File: src/rtl/time_pkg.sv
// Shared types and constants for the time-of-day counter and the alarm stage.
package time_pkg;

  typedef logic [6:0] time_field_t;

  localparam int SEC_MOD_C = 60;
  localparam int MIN_MOD_C = 60;
  localparam int HRS_MOD_C = 24;
  localparam int DAY_MOD_C = 7;

  // Weekend day codes, also used by the alarm comparator.
  localparam time_field_t DAY_SAT = 7'd6;
  localparam time_field_t DAY_SUN = 7'd0;

endpackage

File: src/rtl/mod_n_counter.sv
// Modulo-MOD field counter with synchronous clear and a combinational carry-out.
module mod_n_counter
  import time_pkg::*;
#(
  parameter int MOD = 60
) (
  input  logic        clk,
  input  logic        rst_n,
  input  logic        inc,
  input  logic        clr,
  output time_field_t value,
  output logic        carry
);

  localparam time_field_t LAST = time_field_t'(MOD - 1);

  time_field_t value_q, value_d;

  // Wrap by comparing against the last legal value, never by bit overflow.
  always_comb begin
    value_d = value_q;
    if (clr) begin
      value_d = '0;
    end else if (inc) begin
      value_d = (value_q == LAST) ? '0 : value_q + 7'd1;
    end
  end

  always_ff @(posedge clk or negedge rst_n) begin
    if (!rst_n) begin
      value_q <= '0;
    end else begin
      value_q <= value_d;
    end
  end

  assign value = value_q;
  assign carry = inc && (value_q == LAST);

endmodule

File: src/rtl/time_keeper.sv
// Seconds/minutes/hours/day-of-week counter with set mode; optional macro
// TIME_KEEPER_ADV_EDGE_EN makes the advance inputs edge-triggered.
module time_keeper
  import time_pkg::*;
#(
  parameter int SEC_MOD = SEC_MOD_C,
  parameter int MIN_MOD = MIN_MOD_C,
  parameter int HRS_MOD = HRS_MOD_C,
  parameter int DAY_MOD = DAY_MOD_C
) (
  input  logic        clk,
  input  logic        rst_n,
  input  logic        tick_en,
  input  logic        timeset,
  input  logic        minadv,
  input  logic        hrsadv,
  input  logic        dayadv,
  output time_field_t tsec,
  output time_field_t tmin,
  output time_field_t thrs,
  output time_field_t tdays,
  output logic        day_wrap
);

  logic run;
  logic min_step, hrs_step, day_step;
  logic sec_carry, min_carry, hrs_carry, day_carry;
  logic min_inc, hrs_inc, day_inc;
  logic day_wrap_q, day_wrap_d;

  assign run = !timeset;

`ifdef TIME_KEEPER_ADV_EDGE_EN
  logic [2:0] adv_q;
  logic       armed_q;

  // armed_q suppresses a step from a level already high when reset releases.
  always_ff @(posedge clk or negedge rst_n) begin
    if (!rst_n) begin
      adv_q   <= '0;
      armed_q <= 1'b0;
    end else begin
      adv_q   <= {dayadv, hrsadv, minadv};
      armed_q <= 1'b1;
    end
  end

  assign {day_step, hrs_step, min_step} =
    {dayadv, hrsadv, minadv} & ~adv_q & {3{timeset && armed_q}};
`else
  assign {day_step, hrs_step, min_step} =
    {dayadv, hrsadv, minadv} & {3{timeset && tick_en}};
`endif

  // In run mode each field is fed by the carry below it; in set mode only by its own advance.
  assign min_inc = run ? sec_carry : min_step;
  assign hrs_inc = run ? min_carry : hrs_step;
  assign day_inc = run ? hrs_carry : day_step;

  mod_n_counter #(.MOD(SEC_MOD)) u_sec (
    .clk   (clk),
    .rst_n (rst_n),
    .inc   (run && tick_en),
    .clr   (timeset),
    .value (tsec),
    .carry (sec_carry)
  );

  mod_n_counter #(.MOD(MIN_MOD)) u_min (
    .clk   (clk),
    .rst_n (rst_n),
    .inc   (min_inc),
    .clr   (1'b0),
    .value (tmin),
    .carry (min_carry)
  );

  mod_n_counter #(.MOD(HRS_MOD)) u_hrs (
    .clk   (clk),
    .rst_n (rst_n),
    .inc   (hrs_inc),
    .clr   (1'b0),
    .value (thrs),
    .carry (hrs_carry)
  );

  mod_n_counter #(.MOD(DAY_MOD)) u_day (
    .clk   (clk),
    .rst_n (rst_n),
    .inc   (day_inc),
    .clr   (1'b0),
    .value (tdays),
    .carry (day_carry)
  );

  assign day_wrap_d = run && hrs_carry;

  always_ff @(posedge clk or negedge rst_n) begin
    if (!rst_n) begin
      day_wrap_q <= 1'b0;
    end else begin
      day_wrap_q <= day_wrap_d;
    end
  end

  assign day_wrap = day_wrap_q;

endmodule

File: config.mk
export PLATFORM = sky130hd
export DESIGN_NAME = time_keeper
export DESIGN_NICKNAME = d
export VERILOG_FILES = /design/src/rtl/time_pkg.sv /design/src/rtl/mod_n_counter.sv /design/src/rtl/time_keeper.sv
export SDC_FILE = /design/constraint.sdc
export NUM_CORES = 1
export LEC_CHECK = 0
export ABC_AREA = 0
export BUFFER_PORTS_ARGS = -buffer_cell sky130_fd_sc_hd__buf_2
export CORE_MARGIN = 2
export CORE_UTILIZATION = 45
export CTS_CLUSTER_DIAMETER = 40
export CTS_CLUSTER_SIZE = 12
export DETAILED_ROUTE_END_ITERATION = 8
export PLACE_DENSITY_LB_ADDON = 0.15
export RECOVER_POWER = 25
export REMOVE_ABC_BUFFERS = 1
export SYNTH_ARGS = -nofsm -noshare
export SYNTH_HDL_FRONTEND = slang
export SYNTH_SLANG_ARGS = --single-unit
File: constraint.sdc
create_clock -name clk -period 2.35 [get_ports clk]
set_input_delay 0.1175 -clock clk [delete_from_list [all_inputs] [get_ports clk]]
set_output_delay 0.1175 -clock clk [all_outputs]
set_load 0.01 [all_outputs]
==> out/results.ini <==
[status]
status=finished, violations left
violations=max-capacitance violations, max-slew violations

[timing]
rsz0062_at_grt=false
fmax_ghz=0.458
finalSetupTns_ns=0
max_slew_margin=-0.0202
finalHoldViolCount=0
hold_slack_ns=0.0495
setup_viol=0
slew_violations=30
finClkSkew_ns=0.00768
worst_slew_pin_slew_ns=1.53
fin_crit_sh=0.930
timing.final.crit_period_ns=2.19

[grt]
grt_overflow=0
track_usage=0.169
grt_max_degree=30
first_global_vias=1066
grt_pass1_wl_mm=4.67
antenna_found_initial=0

[clock_tree]
clk_latency_ns=0.33
post_cts_buffers=0
root_buffer=clkbuf_4
cts_sinks=29
cts_buffer_depth=2
cts-resized-gates=0
cts_buffers=5
clk_pin_slew_worst_paths_ns=0.10
cts-htree-levels=2
postCtsHoldBufs=1
cts_tree=built

[critical_path]
cp-end-kind=flip-flop
reg2reg_to=u_day.value[3]$_DFFE_PN0P_
crit_family=simple AND/OR/NAND/NOR gates
start_kind=flip-flop
worstPathMaxFanout=5
timing.rr.start=u_hrs.value[0]$_DFFE_PN0N_
critPathArrivalTime_ns=2.46
ff2ff_path_depth=6
crit_type=flip-flop to flip-flop
critPathBufInv=0
reg2reg_slack_ns=0.16
cp_common_cell=nand2_1
slowest_delay_ns=0.53
slowest_stage=or4_4
path_cells=ha_1 > nand2_1 > or4_4 > o41a_1 > or4_1 > nand2_1
worstPathRequired_ns=2.62

[logic_synthesis]
ys_types=44
synth_edf_count=0
ys_warn_count=0
synth_top_cell_by_area=dfrtp_1
netlist_top_cells_area=dfrtp_1 (48%), nand2_1 (5.0%), ha_1 (4.1%)
async_reset_ff_frac=1.00
yosysTopAreaCellShare=0.479
ys_ff_latch=29
synthFlopType=dfrtp_1
ys_seq_area_frac=0.479
syn-mean-instance-area_um2=9.78
synth_area_um2=1520
synth_cells=155

[hold_path]
hold-path-endpoint=u_sec.value[0]$_DFFE_PN0P_
worstHoldStart=timeset
min_path_type=input port to flip-flop
min_delay_path_depth=2

[floorplan]
core_region_area_um2=3280
dieWidth_um=62.0
ioPinCount=36
die_area_um2=3850
die_y_um=62.0
fp-row-count=21
start_util=0.461

[cells_and_area]
layout.cells.most_common_list=buf_2 (34), dfrtp_1 (29), nand2_1 (20), nand3_1 (12), nor2_1 (10)
finalNonFillerCells=242
final_common_cell=buf_2
antenna_cells=0
final_cell_area_um2=1810
nFillCells=312
syn_to_final_growth_pct=19.2
drive_gt1_frac=0.270
finish.net_count=207

[place]
dp_hpwl_mm=2.08
portBuffers=35
gp_congestion=0.819
placed_area_um2=1750
dpl.cell_count=233

[detailed_routing]
drc=0
drtIter0Drc=66
num_vias=1247
drt_pass1_iterations=4
wl_per_cell_um=12.0
via_per_inst=5.15
wl_mm=2.91
ant_nets=0

[power]
peakVddDrop_uv=453
leakage_nw=0.899
power.density_nw_per_um2=804

[flow_run]
cap_violations=1

[state kept, by name, indices dropped and copies added (netlist names)]
signal       count
u_min.value      7
u_hrs.value      7
u_sec.value      7
day_wrap         1
u_day.value      7
[synthesized netlist by cell type, drive strengths merged (4+ instances only)]
library cell / instances
a21oi: 4
clkbuf: 4
o21ai: 6
xnor2: 5
nand3: 12
xor2: 4
and3: 6
nand4: 4
ha: 5
dfrtp: 29
nand2: 20
nor2: 10
[cell families after synthesis]
kind of cell | after synthesis | share of synthesized area
and+or+nand+nor | 73 | 0.258
DFF | 29 | 0.479
AOI/OAI and AO/OA | 25 | 0.111
buffers and inverters | 9 | 0.0231
muxes | 5 | 0.0347
adders and majority gates | 5 | 0.0413
xor gates and xnor gates | 9 | 0.0520
[layout make-up]
class / count / area, um2 / area share
multi-input combinational: 117 / 754 / 0.418
sequential: 29 / 726 / 0.402
timing repair buffer: 39 / 206 / 0.114
tap: 46 / 57.6 / 0.0319
clock buffer: 6 / 41.3 / 0.0229
inverter: 3 / 11.3 / 0.00623
clock inverter: 2 / 10.0 / 0.00554
[report_power, final]
part / leakage [nW] / switching (W) / internal [W]
logic: 0.488 / 0.000206 / 0.000203
registers: 0.379 / 0.000149 / 0.000604
clock network: 0.0320 / 0.000178 / 0.000114
[worst max path at each step]
stage                               startpoint                         end  cells past startpoint  slack, ns
finish              u_hrs.value[0]$_DFFE_PN0N_  u_day.value[3]$_DFFE_PN0P_                      6       0.16
global placement    u_hrs.value[0]$_DFFE_PN0N_  u_day.value[3]$_DFFE_PN0P_                      6       0.25
CTS                 u_hrs.value[0]$_DFFE_PN0N_  u_day.value[3]$_DFFE_PN0P_                      6       0.16
floorplan           u_hrs.value[0]$_DFFE_PN0N_  u_day.value[3]$_DFFE_PN0P_                      6       0.09
detailed placement  u_hrs.value[0]$_DFFE_PN0N_  u_day.value[3]$_DFFE_PN0P_                      6       0.17
global route        u_hrs.value[0]$_DFFE_PN0N_  u_day.value[3]$_DFFE_PN0P_                      6       0.03
[stage by stage]
stage	util	setup WS [ns]	total power, W
floorplan	-	0.0873	0.000991
global placement	0.532	0.246	0.00117
detailed placement	0.532	0.169	0.00118
CTS	0.550	0.160	0.00147
global route	0.550	0.0275	0.00157
finish	0.550	0.164	0.00145
[routing by layer]
metal  wire, um  track usage
met4         65        0.109
met5          0            0
met3        140       0.0393
met2       1290        0.228
met1       1420        0.240
No activity file was read; power rests on OpenSTA's default activity.
